<file path="config.mk">
export PLATFORM = sky130hd
export DESIGN_NAME = lvds_panel_seq_flat
export DESIGN_NICKNAME = d
export VERILOG_FILES = /design/src/rtl/lvds_panel_seq_if.sv /design/src/rtl/lvds_panel_seq.sv /design/src/flat_wrapper.sv
export SDC_FILE = /design/constraint.sdc
export NUM_CORES = 1
export LEC_CHECK = 0
export ABC_AREA = 1
export CAP_MARGIN = 20
export CORE_UTILIZATION = 53
export DETAILED_ROUTE_END_ITERATION = 7
export HOLD_SLACK_MARGIN = 0.05
export PLACE_DENSITY = 0.81
export SYNTH_ARGS = -nofsm -noshare
export SYNTH_HDL_FRONTEND = slang
export SYNTH_SLANG_ARGS = --single-unit
</file>
<file path="constraint.sdc">
create_clock -name pclk -period 2.1 [get_ports pclk]
set_clock_uncertainty 0.15 [all_clocks]
set_input_delay 0.42 -clock pclk [delete_from_list [all_inputs] [get_ports pclk]]
set_output_delay 0.42 -clock pclk [all_outputs]
set_load 0.02 [all_outputs]
</file>
<file path="src/rtl/lvds_panel_seq_if.sv">
// Control and status bundle between the LVDS panel power sequencer and its host.
// The host drives the requests and vs; the sequencer drives the enables and status.
interface lvds_panel_seq_if;
    logic       power_req;
    logic       fault;
    logic       vs;
    logic       vdd_en;
    logic       lvds_en;
    logic       video_en;
    logic       bl_en;
    logic       ready;
    logic [2:0] state;
    logic       vs_timeout;

    modport master (
        output power_req, fault, vs,
        input  vdd_en, lvds_en, video_en, bl_en, ready, state, vs_timeout
    );

    modport slave (
        input  power_req, fault, vs,
        output vdd_en, lvds_en, video_en, bl_en, ready, state, vs_timeout
    );
endinterface

</file>
<file path="src/rtl/lvds_panel_seq.sv">
// LVDS panel power sequencer: VDD -> LVDS clock -> video -> backlight on the way up,
// the reverse on the way down, with video start/stop aligned to vs and a fault bail-out.
module lvds_panel_seq #(
    parameter int unsigned T_VDD     = 1000,
    parameter int unsigned T_CLK     = 1000,
    parameter int unsigned T_BL_ON   = 1000,
    parameter int unsigned T_BL_OFF  = 1000,
    parameter int unsigned T_VDD_OFF = 1000,
    parameter int unsigned T_OFF_MIN = 1000,
    parameter int unsigned VS_TO     = 65535,
    parameter bit          VS_POL    = 1'b1,
    parameter int unsigned CNT_W     = 20
) (
    input logic             pclk,
    input logic             rst_n,
    lvds_panel_seq_if.slave ctl
);

    typedef enum logic [2:0] {
        ST_OFF     = 3'd0,
        ST_VDD     = 3'd1,
        ST_CLK     = 3'd2,
        ST_VID     = 3'd3,
        ST_ON      = 3'd4,
        ST_DN_BL   = 3'd5,
        ST_DN_LVDS = 3'd6
    } state_t;

    localparam logic [CNT_W-1:0] LD_VDD     = CNT_W'(T_VDD - 1);
    localparam logic [CNT_W-1:0] LD_CLK     = CNT_W'(T_CLK - 1);
    localparam logic [CNT_W-1:0] LD_BL_ON   = CNT_W'(T_BL_ON - 1);
    localparam logic [CNT_W-1:0] LD_BL_OFF  = CNT_W'(T_BL_OFF - 1);
    localparam logic [CNT_W-1:0] LD_VDD_OFF = CNT_W'(T_VDD_OFF - 1);
    localparam logic [CNT_W-1:0] LD_OFF_MIN = CNT_W'(T_OFF_MIN - 1);
    localparam logic [CNT_W-1:0] LD_VS_TO   = CNT_W'(VS_TO - 1);

    state_t           state_reg, state_next;
    logic [CNT_W-1:0] cnt_reg, cnt_next;
    logic             vs_wait_reg, vs_wait_next;
    logic             vs_timeout_reg, vs_timeout_next;

    logic             vs_q_reg, vs_q2_reg, vs_rise_reg;

    logic             vdd_en_reg, lvds_en_reg, video_en_reg, bl_en_reg, ready_reg;

    logic             cnt_zero;
    logic             vs_go;
    logic             vs_expire;

    // The edge pulse is itself registered, giving two cycles from pin edge to use.
    always_ff @(posedge pclk or negedge rst_n) begin
        if (!rst_n) begin
            vs_q_reg    <= 1'b0;
            vs_q2_reg   <= 1'b0;
            vs_rise_reg <= 1'b0;
        end else begin
            vs_q_reg    <= ctl.vs;
            vs_q2_reg   <= vs_q_reg;
            vs_rise_reg <= VS_POL ? (vs_q_reg & ~vs_q2_reg) : (~vs_q_reg & vs_q2_reg);
        end
    end

    assign cnt_zero = (cnt_reg == '0);

    // Before the dwell ends an edge only counts on the expiry edge itself; once
    // waiting, either an edge or the timeout counter reaching zero lets us proceed.
    assign vs_go     = vs_wait_reg ? (vs_rise_reg | cnt_zero) : (cnt_zero & vs_rise_reg);
    assign vs_expire = vs_wait_reg & cnt_zero & ~vs_rise_reg;

    always_comb begin
        state_next      = state_reg;
        cnt_next        = cnt_zero ? cnt_reg : (cnt_reg - CNT_W'(1));
        vs_wait_next    = vs_wait_reg;
        vs_timeout_next = vs_timeout_reg;

        unique case (state_reg)
            ST_OFF: begin
                if (ctl.power_req && !ctl.fault && cnt_zero) begin
                    state_next      = ST_VDD;
                    cnt_next        = LD_VDD;
                    vs_timeout_next = 1'b0;
                end
            end
            ST_VDD: begin
                if (!ctl.power_req) begin
                    state_next = ST_OFF;
                    cnt_next   = LD_OFF_MIN;
                end else if (cnt_zero) begin
                    state_next = ST_CLK;
                    cnt_next   = LD_CLK;
                end
            end
            ST_CLK: begin
                if (!ctl.power_req) begin
                    state_next = ST_DN_LVDS;
                    cnt_next   = LD_VDD_OFF;
                end else if (vs_go) begin
                    state_next = ST_VID;
                    cnt_next   = LD_BL_ON;
                    if (vs_expire) begin
                        vs_timeout_next = 1'b1;
                    end
                end else if (cnt_zero && !vs_wait_reg) begin
                    vs_wait_next = 1'b1;
                    cnt_next     = LD_VS_TO;
                end
            end
            ST_VID: begin
                if (!ctl.power_req) begin
                    state_next = ST_DN_BL;
                    cnt_next   = LD_BL_OFF;
                end else if (cnt_zero) begin
                    state_next = ST_ON;
                end
            end
            ST_ON: begin
                if (!ctl.power_req) begin
                    state_next = ST_DN_BL;
                    cnt_next   = LD_BL_OFF;
                end
            end
            ST_DN_BL: begin
                if (vs_go) begin
                    state_next = ST_DN_LVDS;
                    cnt_next   = LD_VDD_OFF;
                    if (vs_expire) begin
                        vs_timeout_next = 1'b1;
                    end
                end else if (cnt_zero && !vs_wait_reg) begin
                    vs_wait_next = 1'b1;
                    cnt_next     = LD_VS_TO;
                end
            end
            ST_DN_LVDS: begin
                if (cnt_zero) begin
                    state_next = ST_OFF;
                    cnt_next   = LD_OFF_MIN;
                end
            end
            default: begin
                state_next = ST_OFF;
                cnt_next   = LD_OFF_MIN;
            end
        endcase

        // Fault overrides whatever the sequence wanted this edge.
        if (ctl.fault && (state_reg != ST_OFF)) begin
            state_next      = ST_OFF;
            cnt_next        = LD_OFF_MIN;
            vs_timeout_next = vs_timeout_reg;
        end

        if (state_next != state_reg) begin
            vs_wait_next = 1'b0;
        end
    end

    // Enables are decoded from the next state so they switch on the transition edge.
    always_ff @(posedge pclk or negedge rst_n) begin
        if (!rst_n) begin
            state_reg      <= ST_OFF;
            cnt_reg        <= '0;
            vs_wait_reg    <= 1'b0;
            vs_timeout_reg <= 1'b0;
            vdd_en_reg     <= 1'b0;
            lvds_en_reg    <= 1'b0;
            video_en_reg   <= 1'b0;
            bl_en_reg      <= 1'b0;
            ready_reg      <= 1'b0;
        end else begin
            state_reg      <= state_next;
            cnt_reg        <= cnt_next;
            vs_wait_reg    <= vs_wait_next;
            vs_timeout_reg <= vs_timeout_next;
            vdd_en_reg     <= (state_next != ST_OFF);
            lvds_en_reg    <= (state_next inside {ST_CLK, ST_VID, ST_ON, ST_DN_BL});
            video_en_reg   <= (state_next inside {ST_VID, ST_ON, ST_DN_BL});
            bl_en_reg      <= (state_next == ST_ON);
            ready_reg      <= (state_next == ST_ON);
        end
    end

    assign ctl.vdd_en     = vdd_en_reg;
    assign ctl.lvds_en    = lvds_en_reg;
    assign ctl.video_en   = video_en_reg;
    assign ctl.bl_en      = bl_en_reg;
    assign ctl.ready      = ready_reg;
    assign ctl.state      = state_reg;
    assign ctl.vs_timeout = vs_timeout_reg;

    a_enable_order: assert property (@(posedge pclk) disable iff (!rst_n)
        (!lvds_en_reg || vdd_en_reg) && (!video_en_reg || lvds_en_reg) && (!bl_en_reg || video_en_reg));

endmodule

</file>
<file path="src/flat_wrapper.sv">
// flat-port wrapper written by rule: the top's interface ports become plain ports
module lvds_panel_seq_flat 
#(
    parameter int unsigned T_VDD     = 1000,
    parameter int unsigned T_CLK     = 1000,
    parameter int unsigned T_BL_ON   = 1000,
    parameter int unsigned T_BL_OFF  = 1000,
    parameter int unsigned T_VDD_OFF = 1000,
    parameter int unsigned T_OFF_MIN = 1000,
    parameter int unsigned VS_TO     = 65535,
    parameter bit          VS_POL    = 1'b1,
    parameter int unsigned CNT_W     = 20
)
  (pclk, rst_n, ctl_power_req, ctl_fault, ctl_vs, ctl_vdd_en, ctl_lvds_en, ctl_video_en, ctl_bl_en, ctl_ready, ctl_state, ctl_vs_timeout);
  lvds_panel_seq_if ctl_i ();
  input logic pclk;
  input logic rst_n;
  input wire logic [$bits(ctl_i.power_req)-1:0] ctl_power_req;
  input wire logic [$bits(ctl_i.fault)-1:0] ctl_fault;
  input wire logic [$bits(ctl_i.vs)-1:0] ctl_vs;
  output wire logic [$bits(ctl_i.vdd_en)-1:0] ctl_vdd_en;
  output wire logic [$bits(ctl_i.lvds_en)-1:0] ctl_lvds_en;
  output wire logic [$bits(ctl_i.video_en)-1:0] ctl_video_en;
  output wire logic [$bits(ctl_i.bl_en)-1:0] ctl_bl_en;
  output wire logic [$bits(ctl_i.ready)-1:0] ctl_ready;
  output wire logic [$bits(ctl_i.state)-1:0] ctl_state;
  output wire logic [$bits(ctl_i.vs_timeout)-1:0] ctl_vs_timeout;
  assign ctl_i.power_req = ctl_power_req;
  assign ctl_i.fault = ctl_fault;
  assign ctl_i.vs = ctl_vs;
  assign ctl_vdd_en = ctl_i.vdd_en;
  assign ctl_lvds_en = ctl_i.lvds_en;
  assign ctl_video_en = ctl_i.video_en;
  assign ctl_bl_en = ctl_i.bl_en;
  assign ctl_ready = ctl_i.ready;
  assign ctl_state = ctl_i.state;
  assign ctl_vs_timeout = ctl_i.vs_timeout;
  lvds_panel_seq #(.T_VDD(T_VDD), .T_CLK(T_CLK), .T_BL_ON(T_BL_ON), .T_BL_OFF(T_BL_OFF), .T_VDD_OFF(T_VDD_OFF), .T_OFF_MIN(T_OFF_MIN), .VS_TO(VS_TO), .VS_POL(VS_POL), .CNT_W(CNT_W)) u_core (.pclk(pclk), .rst_n(rst_n), .ctl(ctl_i));
endmodule
</file>
==> results of run 1 <==
==> worst register-to-register path, delay by kind of cell, from the launching register on <==
family                     cells  cell delay (ps)
buffers and inverters          3              280
adders and majority gates      1              140
and+or+nand+nor               11             1090
DFF                            1              400
==> Yosys cell counts, types with 6 or more instances <==
cell type / number / area [um^2]
nor3_1: 7 / 35.0
nand2_1: 57 / 214
nand3_1: 25 / 125
inv_1: 45 / 169
nor2_1: 47 / 176
a21oi_1: 15 / 75.1
nand4_1: 6 / 37.5
dfrtp_1: 32 / 801
nand2_2: 6 / 37.5
xor2_1: 8 / 70.1
==> area by class of cell <==
class                   count  area, um^2  share of cell area (%)
multi-input cells         218        1310                    45.4
flip-flops and latches     32         805                    28.0
repair buffers             51         427                    14.8
inverters                  51         196                    6.83
clock buffers               5        68.8                    2.39
well taps                  48        60.1                    2.09
clock inverters             2        12.5                   0.435
==> report_power, final <==
group          switching (uW)  internal (uW)
clock                     227            224
sequential               1.39            619
combinational            21.9           12.7
total                     250            856
==> routing by layer <==
metal  part of all wire, %  up-vias
met5                     0        -
met4                   2.5        0
met3                   4.2       17
met2                    50       75
met1                    44     1058
li1                      -     1088
==> through the flow <==
stage / power (uW) / utilization [%] / TNS [ps] / std cells / worst slack [ps]
finish: 1110 / 75.7 / -15.9 / 407 / -15.9
global route: 1150 / 75.7 / -656 / 407 / -117
CTS: 1120 / 71.7 / 0 / 402 / 5.46
detailed placement: 667 / 68.2 / -326 / 394 / -94.3
global placement: 667 / 68.2 / -9.16 / 394 / -6.16
floorplan: 638 / - / 0 / 305 / 66.1
==> worst paths after layout <==
| check | endpoint | depth (start not counted) |
|---|---|---|
| min in group asynchronous | u_core.cnt_reg[9] | 2 |
| max in group asynchronous | u_core.ctl.state[0] | 2 |
| setup reg to reg | u_core.vs_wait_reg | 15 |
| hold / removal | u_core.vs_q2_reg | 0 |
| setup / recovery | u_core.vs_wait_reg | 15 |
| hold reg to reg | u_core.vs_q2_reg | 0 |
==> cell families (layout without fill, tap and decap cells) <==
group / after synthesis / after routing / synth area share, %
AO/OA/AOI/OAI: 38 / 38 / 10.8
XOR/XNOR: 13 / 13 / 5.21
adder cells (fa/ha/maj): 2 / 2 / 1.15
buffers and inverters: 55 / 109 / 9.86
flip-flops: 32 / 32 / 36.7
AND/OR/NAND/NOR: 165 / 165 / 36.3
==> timing repair <==
action,4_1_cts,5_1_grt
pin swaps,4,16
setup endpoints to repair,13,25
resized for setup,12,34
setup buffers,1,6
endpoints found under the hold margin,0,0
==> run summary, run 1 <==
Crit path max fanout: 4
Rows: 22
Crit end category: flop
Post-synth EDFFs: 0
Setup crit start: u_core.cnt_reg[0]
Clock slew at reported path FFs: 60 ps
# IOs: 14
Port Buffers: 13
Post-CTS Hold Fix Bufs: 0
Proportion of layout cells with a drive suffix above 1: 28.7%
RSZ-0062 raised after global routing: true
Worst r2r src: u_core.cnt_reg[0]
Seq/Total Area, Yosys: 36.7%
Vias in the first global route: 2,120
Routed WL per cell: 14.5 um
Number of remaining DRC errors: 0
Gate count of the mapped netlist: 305
Buf/Inv on CP: 3
Routed Antenna Nets: 0
First-pass GRT wire length: 9370 um
P&R area growth vs syn: 31.7%
Tot GR Track Use: 28.9%
Diode count: 0
Max cap viols: 0
Max-slew headroom: 73.0%
Clk Latency, worst-skew pair: 290 ps
DRT Wirelength: 5900 um
Final nets: 366
PD cells: 385 nW/um^2
M2 GR Usage: 49.7%
Post-synthesis average cell area: 7.16 um^2
Leak pwr: 0.00141 uW
Drt first pass iters: 6
DR iter-0 viols: 165
Status: complete, but fails checks
Gp weighted congestion: 0.914
Warnings, synthesis: 0
CTS buffer count: 5
Final worst path period need: 2120 ps
Largest net degree at the start of global routing: 33
Mapped cell area: 2180 um^2
Setup violators final: 1
Net Count, Synth: 312
DP Area: 2590 um^2
Root Buffer: clkbuf_8
Yosys reg bits: 32
Crit share post-route: 101%
Worst Setup Path Type: reg -> reg
CTS Buffer Depth: 2
Commonest cells after routing, fill and taps aside: nand2_1 (51), inv_1 (41), nor2_1 (39), buf_4 (35), dfrtp_1 (29)
Initial antenna violation count: 0
Worst hold start: u_core.vs_q_reg
Number of distinct library cells after synthesis: 39
Met1 capacity usage during global routing: 36.4%
Violated checks: setup timing
Vias per inst: 5.50
Slew Viols, Final: 0
CTS tree: built
HP Class: reg -> reg
WP data required: 2170 ps
Met3 usage: 5.52%
Worst-margin pin slew: 403 ps
Hold slack: 237 ps
Most used cell, CP: nand2_1
Die H: 66.2 um
Crit path max-delay cell type: dfrtp_1
Fillers: 295
Chip Width: 66.2 um
Startpoint types: flop
Max reg flops: 20
Setup WS post-layout: -15.9 ps
Initial core utilization: 57.5%
Final hold viol count: 0
Core ar.: 3800 um^2
Crit-path leading delay family: simple AND/OR/NAND/NOR gates
Ys flop type: dfrtp_1
Dpl hpwl: 4230 um
Grt ovf: 0
CTS H-tree depth: 2
Final non-filler cell area: 2880 um^2
GR peak layer: met2
Sink Count: 32
Crit path DAT: 2190 ps
F_max: 473 MHz
Reg2reg setup slack: -20 ps
Synth async-reset ratio: 100%
Maximum vdd drop: 439 uV
Die footprint: 4380 um^2
CP cell instances: inv_2 > ha_4 > nand2_4 > nor2_4 > buf_6 > nand4_1 > nor2_2 > nor2_2 > nand2_1 > inv_2 > nand2_4 > nand2_2 > nand2_1 > nand2_1 > nor2_1
Vias: 2,238
Critical Path Max Stage Delay: 400 ps
Commonest non-fill, non-tap cell in the layout: nand2_1
Note: power is estimated with default switching activity, not from simulation.
==> inputs of run 2 (changes only) <==
CORE_UTILIZATION = 64   (was 53)
PLACE_DENSITY = 0.91   (was 0.81)
clock period = 2.7 ns   (was 2.1 ns; I/O delays follow)
==> run 2 against run 1 <==
- the flow now finishes without violations
- sequential share of layout area is 4.9 points higher
- via count fell by 8.9%
- clock-buffer cell count up 2
- cell area down 15%
- total power shrank 27%
- largest power group unchanged
- utilization is 1.5 points higher
- sequential cell count stayed put
- largest cell class unchanged
- critical path depth is 2 lower
- clock power shrank 34%
- first-iteration DRC count up 19%
- hold slack worse by 0.93 ps
- die area down 17%
==> run summary, run 2 (synthesized netlist as in run 1, its figures left out) <==
Worst r2r src: u_core.cnt_reg[0]
Grt ovf: 0 (unchanged)
Setup TNS: 0 ps (+15.9 ps)
Post-CTS sizing: 0 (-12)
DR iter-0 viols: 196 (+19%)
Vias: 2,039 (-8.9%)
Core ar.: 3150 um^2 (-17%)
Final hold viol count: 0 (unchanged)
Clk Latency, worst-skew pair: 350 ps (+60 ps)
Tot GR Track Use: 30.9% (+2.0 points)
Crit-path leading delay family: simple AND/OR/NAND/NOR gates
Initial core utilization: 69.2% (+12 points)
Initial antenna violation count: 0 (unchanged)
Path depth of the worst reg2reg path: 13 (-2)
PD cells: 330 nW/um^2 (-14%)
Chip Width: 60.4 um (-8.7%)
Worst hold start: u_core.vs_q_reg
WHS Path Cells: 0 (unchanged)
Status: finished clean
HP Class: reg -> reg
First-pass GRT wire length: 8180 um (-13%)
WP data required: 2780 ps (+610 ps)
CTS H-tree depth: 2 (unchanged)
Final worst path period need: 2340 ps (+222 ps)
Critical path depth in cells: 13 (-2)
CTS buffer count: 5 (unchanged)
CP cell instances: inv_1 > ha_1 > nand2_1 > nor2_4 > nand2_2 > nor2_2 > nand2_1 > nand2_1 > inv_1 > nand2_1 > nand3_1 > nand2_2 > o22ai_1
Proportion of layout cells with a drive suffix above 1: 12.0% (-17 points)
Critical Path Max Stage Delay: 400 ps (about the same)
Die H: 60.4 um (-8.7%)
Hold slack: 236 ps (-0.928 ps)
Reg2reg setup slack: 360 ps (+380 ps)
Vias in the first global route: 1,895 (-11%)
Final nets: 331 (-9.6%)
Crit path max fanout: 7 (+3)
Commonest cells after routing, fill and taps aside: nand2_1 (57), nor2_1 (47), inv_1 (45), dfrtp_1 (32), nand3_1 (25)
Root Buffer: clkbuf_4
P&R area growth vs syn: 11.4%
Largest net degree at the start of global routing: 33 (unchanged)
Worst R2R End: u_core.cnt_reg[14]
Final Util: 77.1% (+1.5 points)
DRT Wirelength: 4900 um (-17%)
Number of remaining DRC errors: 0 (unchanged)
Sink Count: 32 (unchanged)
Worst-margin pin slew: 572 ps (+170 ps)
Rows: 20 (-9.1%)
Drt first pass iters: 5 (-1)
Crit end category: flop
Setup violators final: 0 (-1)
Port Buffers: 13 (unchanged)
Overall Power: 803 uW (-27%)
Crit share post-route: 86.6% (-14 points)
Buf/Inv on CP: 2 (-1)
Vias per inst: 5.53 (+0.49%)
Post-CTS setup buffer count: 0 (-1)
Routed Antenna Nets: 0 (unchanged)
Leak pwr: 0.00118 uW (-16%)
Gp weighted congestion: 0.918 (+0.40%)
# IOs: 14 (unchanged)
Max-slew headroom: 61.6% (-11 points)
Crit path DAT: 2410 ps (+220 ps)
Commonest non-fill, non-tap cell in the layout: nand2_1
Slew Viols, Final: 0 (unchanged)
Clock slew at reported path FFs: 90 ps (+30 ps)
Die footprint: 3650 um^2 (-17%)
Routed WL per cell: 13.3 um (-8.4%)
Most used cell, CP: nand2_1
Worst Setup Path Type: reg -> reg
Maximum vdd drop: 270 uV (-38%)
Crit path max-delay cell type: dfrtp_1
WHS Endpoint: u_core.vs_q2_reg
Dpl hpwl: 3690 um (-13%)
Diode count: 0 (unchanged)
CTS Buffer Depth: 2 (unchanged)
Post-CTS Hold Fix Bufs: 0 (unchanged)
Startpoint types: flop
Max cap viols: 0 (unchanged)
F_max: 428 MHz (-9.5%)
CTS tree: built
RSZ-0062 raised after global routing: false
Max reg flops: 20 (unchanged)
-- run 2: metrics by stage --
step	std cells	instance area, um^2	setup WS [ps]
after floorplan	305	2180	666
after global placement	361	2370	283
after detailed placement	361	2370	233
after CTS	369	2430	388
after global routing	369	2430	214
final	369	2430	362
-- run 2: power breakdown --
| part | switching, uW | internal [uW] |
|---|---|---|
| registers | 0.906 | 481 |
| clock network | 170 | 127 |
| logic | 16.4 | 8.03 |
| total | 187 | 616 |
-- run 2: area by class of cell --
| class | count | area [um^2] |
|---|---|---|
| repair buffers | 16 | 153 |
| multi-input cells | 218 | 1170 |
| fillers | 234 | 721 |
| flip-flops and latches | 32 | 801 |
| clock buffers | 7 | 55.1 |
| well taps | 44 | 55.1 |
| inverters | 51 | 194 |
| clock inverters | 1 | 7.51 |
-- run 2: per-layer routing --
metal	vias up	share of wire [%]	wire length [um]	global-route usage, %
met5	-	0	0	0
met4	0	1.9	95	14.0
met3	11	6.4	315	7.46
met2	79	48	2340	49.3
met1	920	44	2150	39.8
li1	1029	-	-	-
-- run 2: worst max-delay path by stage --
stage	start	end	slack (ps)
after detailed placement	ctl_fault	u_core.cnt_reg[7]	230
final	u_core.cnt_reg[0]	u_core.cnt_reg[14]	360
after floorplan	u_core.cnt_reg[0]	u_core.cnt_reg[0]	670
after CTS	u_core.cnt_reg[0]	u_core.vs_wait_reg	390
after global placement	ctl_fault	u_core.cnt_reg[7]	280
after global routing	u_core.cnt_reg[0]	u_core.vs_wait_reg	210
-- run 2: worst reg2reg max path: cells and delay by family, from the launching register on --
kind | cells | cell delay [ps]
and+or+nand+nor | 9 | 1260
DFF | 1 | 400
adders and majority gates | 1 | 180
buffers and inverters | 2 | 130
AOI/OAI and AO/OA | 1 | 90
==> inputs of run 3 (changes only) <==
CORE_MARGIN = 5   (was unset)
CORE_UTILIZATION = 50   (was 64)
PLACE_DENSITY = 0.75   (was 0.91)
==> run 3 against run 2 <==
- total power up 9.0%
- sequential cell count stayed put
- register-to-register slack improved by 90 ps
- cell count rose by 2.4%
- global-route usage is 12 points lower
==> run summary, run 3 (synthesized netlist as in run 1, its figures left out) <==
Status: finished clean
Post-CTS Hold Fix Bufs: 0 (unchanged)
Crit path DAT: 2290 ps (-120 ps)
CTS Buffer Depth: 2 (unchanged)
CTS tree: built
Vias per inst: 5.44 (-1.5%)
Slew Viols, Final: 0 (unchanged)
DR iter-0 viols: 171 (-13%)
Port Buffers: 13 (unchanged)
Non-Filler Instances: 378 (+2.4%)
Number of remaining DRC errors: 0 (unchanged)
RSZ-0062 raised after global routing: false
Setup TNS: 0 ps (unchanged)
P&R area growth vs syn: 13.4%
Post-CTS setup buffer count: 0 (unchanged)
Crit share post-route: 83.4% (-3.2 points)
Setup WS post-layout: 449 ps (+87.0 ps)
# IOs: 14 (unchanged)
Routed Antenna Nets: 0 (unchanged)
Final non-filler cell area: 2470 um^2 (+1.7%)
Crit path max fanout: 16 (+9)
Post-CTS sizing: 0 (unchanged)
Largest net degree at the start of global routing: 33 (unchanged)
Max cap viols: 0 (unchanged)
Initial antenna violation count: 0 (unchanged)
Inst Count DP: 370 (+2.5%)
First-pass GRT wire length: 9150 um (+12%)
Final nets: 332 (+0.30%)
Diode count: 0 (unchanged)
DRT Wirelength: 5180 um (+5.7%)
Gp weighted congestion: 0.932 (+1.5%)
Final hold viol count: 0 (unchanged)
HP Class: reg -> reg
Worst Setup Path Type: reg -> reg
Drt first pass iters: 5 (unchanged)
Max-slew headroom: 58.4% (-3.2 points)
Max reg flops: 20 (unchanged)
Root Buffer: clkbuf_8
Dpl hpwl: 3940 um (+6.8%)
PD cells: 354 nW/um^2 (+7.2%)
CTS H-tree depth: 2 (unchanged)
Initial core utilization: 50.8% (-18 points)
DP Area: 2390 um^2 (+0.74%)
Proportion of layout cells with a drive suffix above 1: 12.6% (+0.58 points)
Vias: 2,057 (+0.88%)
Post-Place Worst Slack: 287 ps (+54.0 ps)
Crit end category: flop
Commonest cells after routing, fill and taps aside: nand2_1 (57), nor2_1 (47), inv_1 (45), dfrtp_1 (32), nand3_1 (25)
Rows: 24 (+20%)
Leak pwr: 0.00120 uW (+1.7%)
Core ar.: 4290 um^2 (+36%)
Sink Count: 32 (unchanged)
Die footprint: 5790 um^2 (+59%)
Maximum vdd drop: 293 uV (+8.4%)
Startpoint types: flop
Routed WL per cell: 13.7 um (+3.2%)
Vias in the first global route: 1,979 (+4.4%)
Chip Width: 76.1 um (+26%)
Grt ovf: 0 (unchanged)
Clk Latency, worst-skew pair: 290 ps (-60 ps)
Final worst path period need: 2250 ps (-87.0 ps)
Tot GR Track Use: 19.1% (-12 points)
Commonest non-fill, non-tap cell in the layout: nand2_1
F_max: 444 MHz (+3.9%)
Setup violators final: 0 (unchanged)
Die H: 76.1 um (+26%)
CTS buffer count: 5 (unchanged)
Worst-margin pin slew: 619 ps (+47.3 ps)
Clock slew at reported path FFs: 70 ps (-20 ps)
WP data required: 2740 ps (-40 ps)
==> run 3: changes by cell type in the layout (fill, tap and decap cells not counted) <==
cell | previous run | this run
clkinv_2 | 0 | 2
buf_4 | 3 | 4
clkinvlp_4 | 1 | 0
clkinv_4 | 0 | 1
clkbuf_4 | 5 | 0
clkbuf_1 | 1 | 0
clkbuf_8 | 1 | 5
==> run 3: power breakdown <==
part | switching [uW] | internal (uW)
logic | 16.5 | 8.03
registers | 0.981 | 481
clock network | 189 | 179
==> run 3: critical path: stages, from the launching register on <==
cell and delay, ps:
dfrtp_1 400, inv_1 80, ha_1 190, nand2_1 130
nor2_4 210, nand3_4 210, nand2_1 110, nand2_1 90
nand2_1 90, nand2_1 110, nand2_2 100, nand2_2 70
nand2_1 60, nand2_1 50, nand2_1 50, nor2_1 40
==> run 3: cell type report <==
class,instances,area (um^2)
multi-input combinational,218,1170
timing repair buffer,17,160
clock inverter,3,18.8
sequential,32,801
tap,52,65.1
fill,409,1820
inverter,51,194
clock buffer,5,68.8
==> run 3: final timing paths <==
kind                                    from                  end  slack, ps  cells past startpoint
setup / recovery           u_core.cnt_reg[0]   u_core.vs_wait_reg        450                     15
max in group asynchronous              rst_n  u_core.ctl.state[2]       1600                      2
setup reg to reg           u_core.cnt_reg[0]   u_core.vs_wait_reg        450                     15
min in group asynchronous              rst_n    u_core.cnt_reg[7]        500                      2
hold / removal               u_core.vs_q_reg     u_core.vs_q2_reg        240                      0
hold reg to reg              u_core.vs_q_reg     u_core.vs_q2_reg        240                      0
==> run 3: stage by stage <==
stage | util (%) | hold WS (ps) | total power (uW)
2_1_floorplan | - | 94.4 | 496
4_1_cts | 57.6 | 239 | 890
6_report | 57.6 | 236 | 876
5_1_grt | 57.6 | 267 | 921
3_3_place_gp | 55.6 | 219 | 517
3_5_place_dp | 55.6 | 222 | 517
==> run 3: routing by layer <==
| layer | vias up | GRT usage (%) | share of wire, % |
|---|---|---|---|
| met4 | 0 | 8.74 | 2.8 |
| li1 | 1023 | - | - |
| met2 | 74 | 29.6 | 47 |
| met5 | - | 0 | 0 |
| met3 | 14 | 4.26 | 5.6 |
| met1 | 946 | 25.4 | 44 |
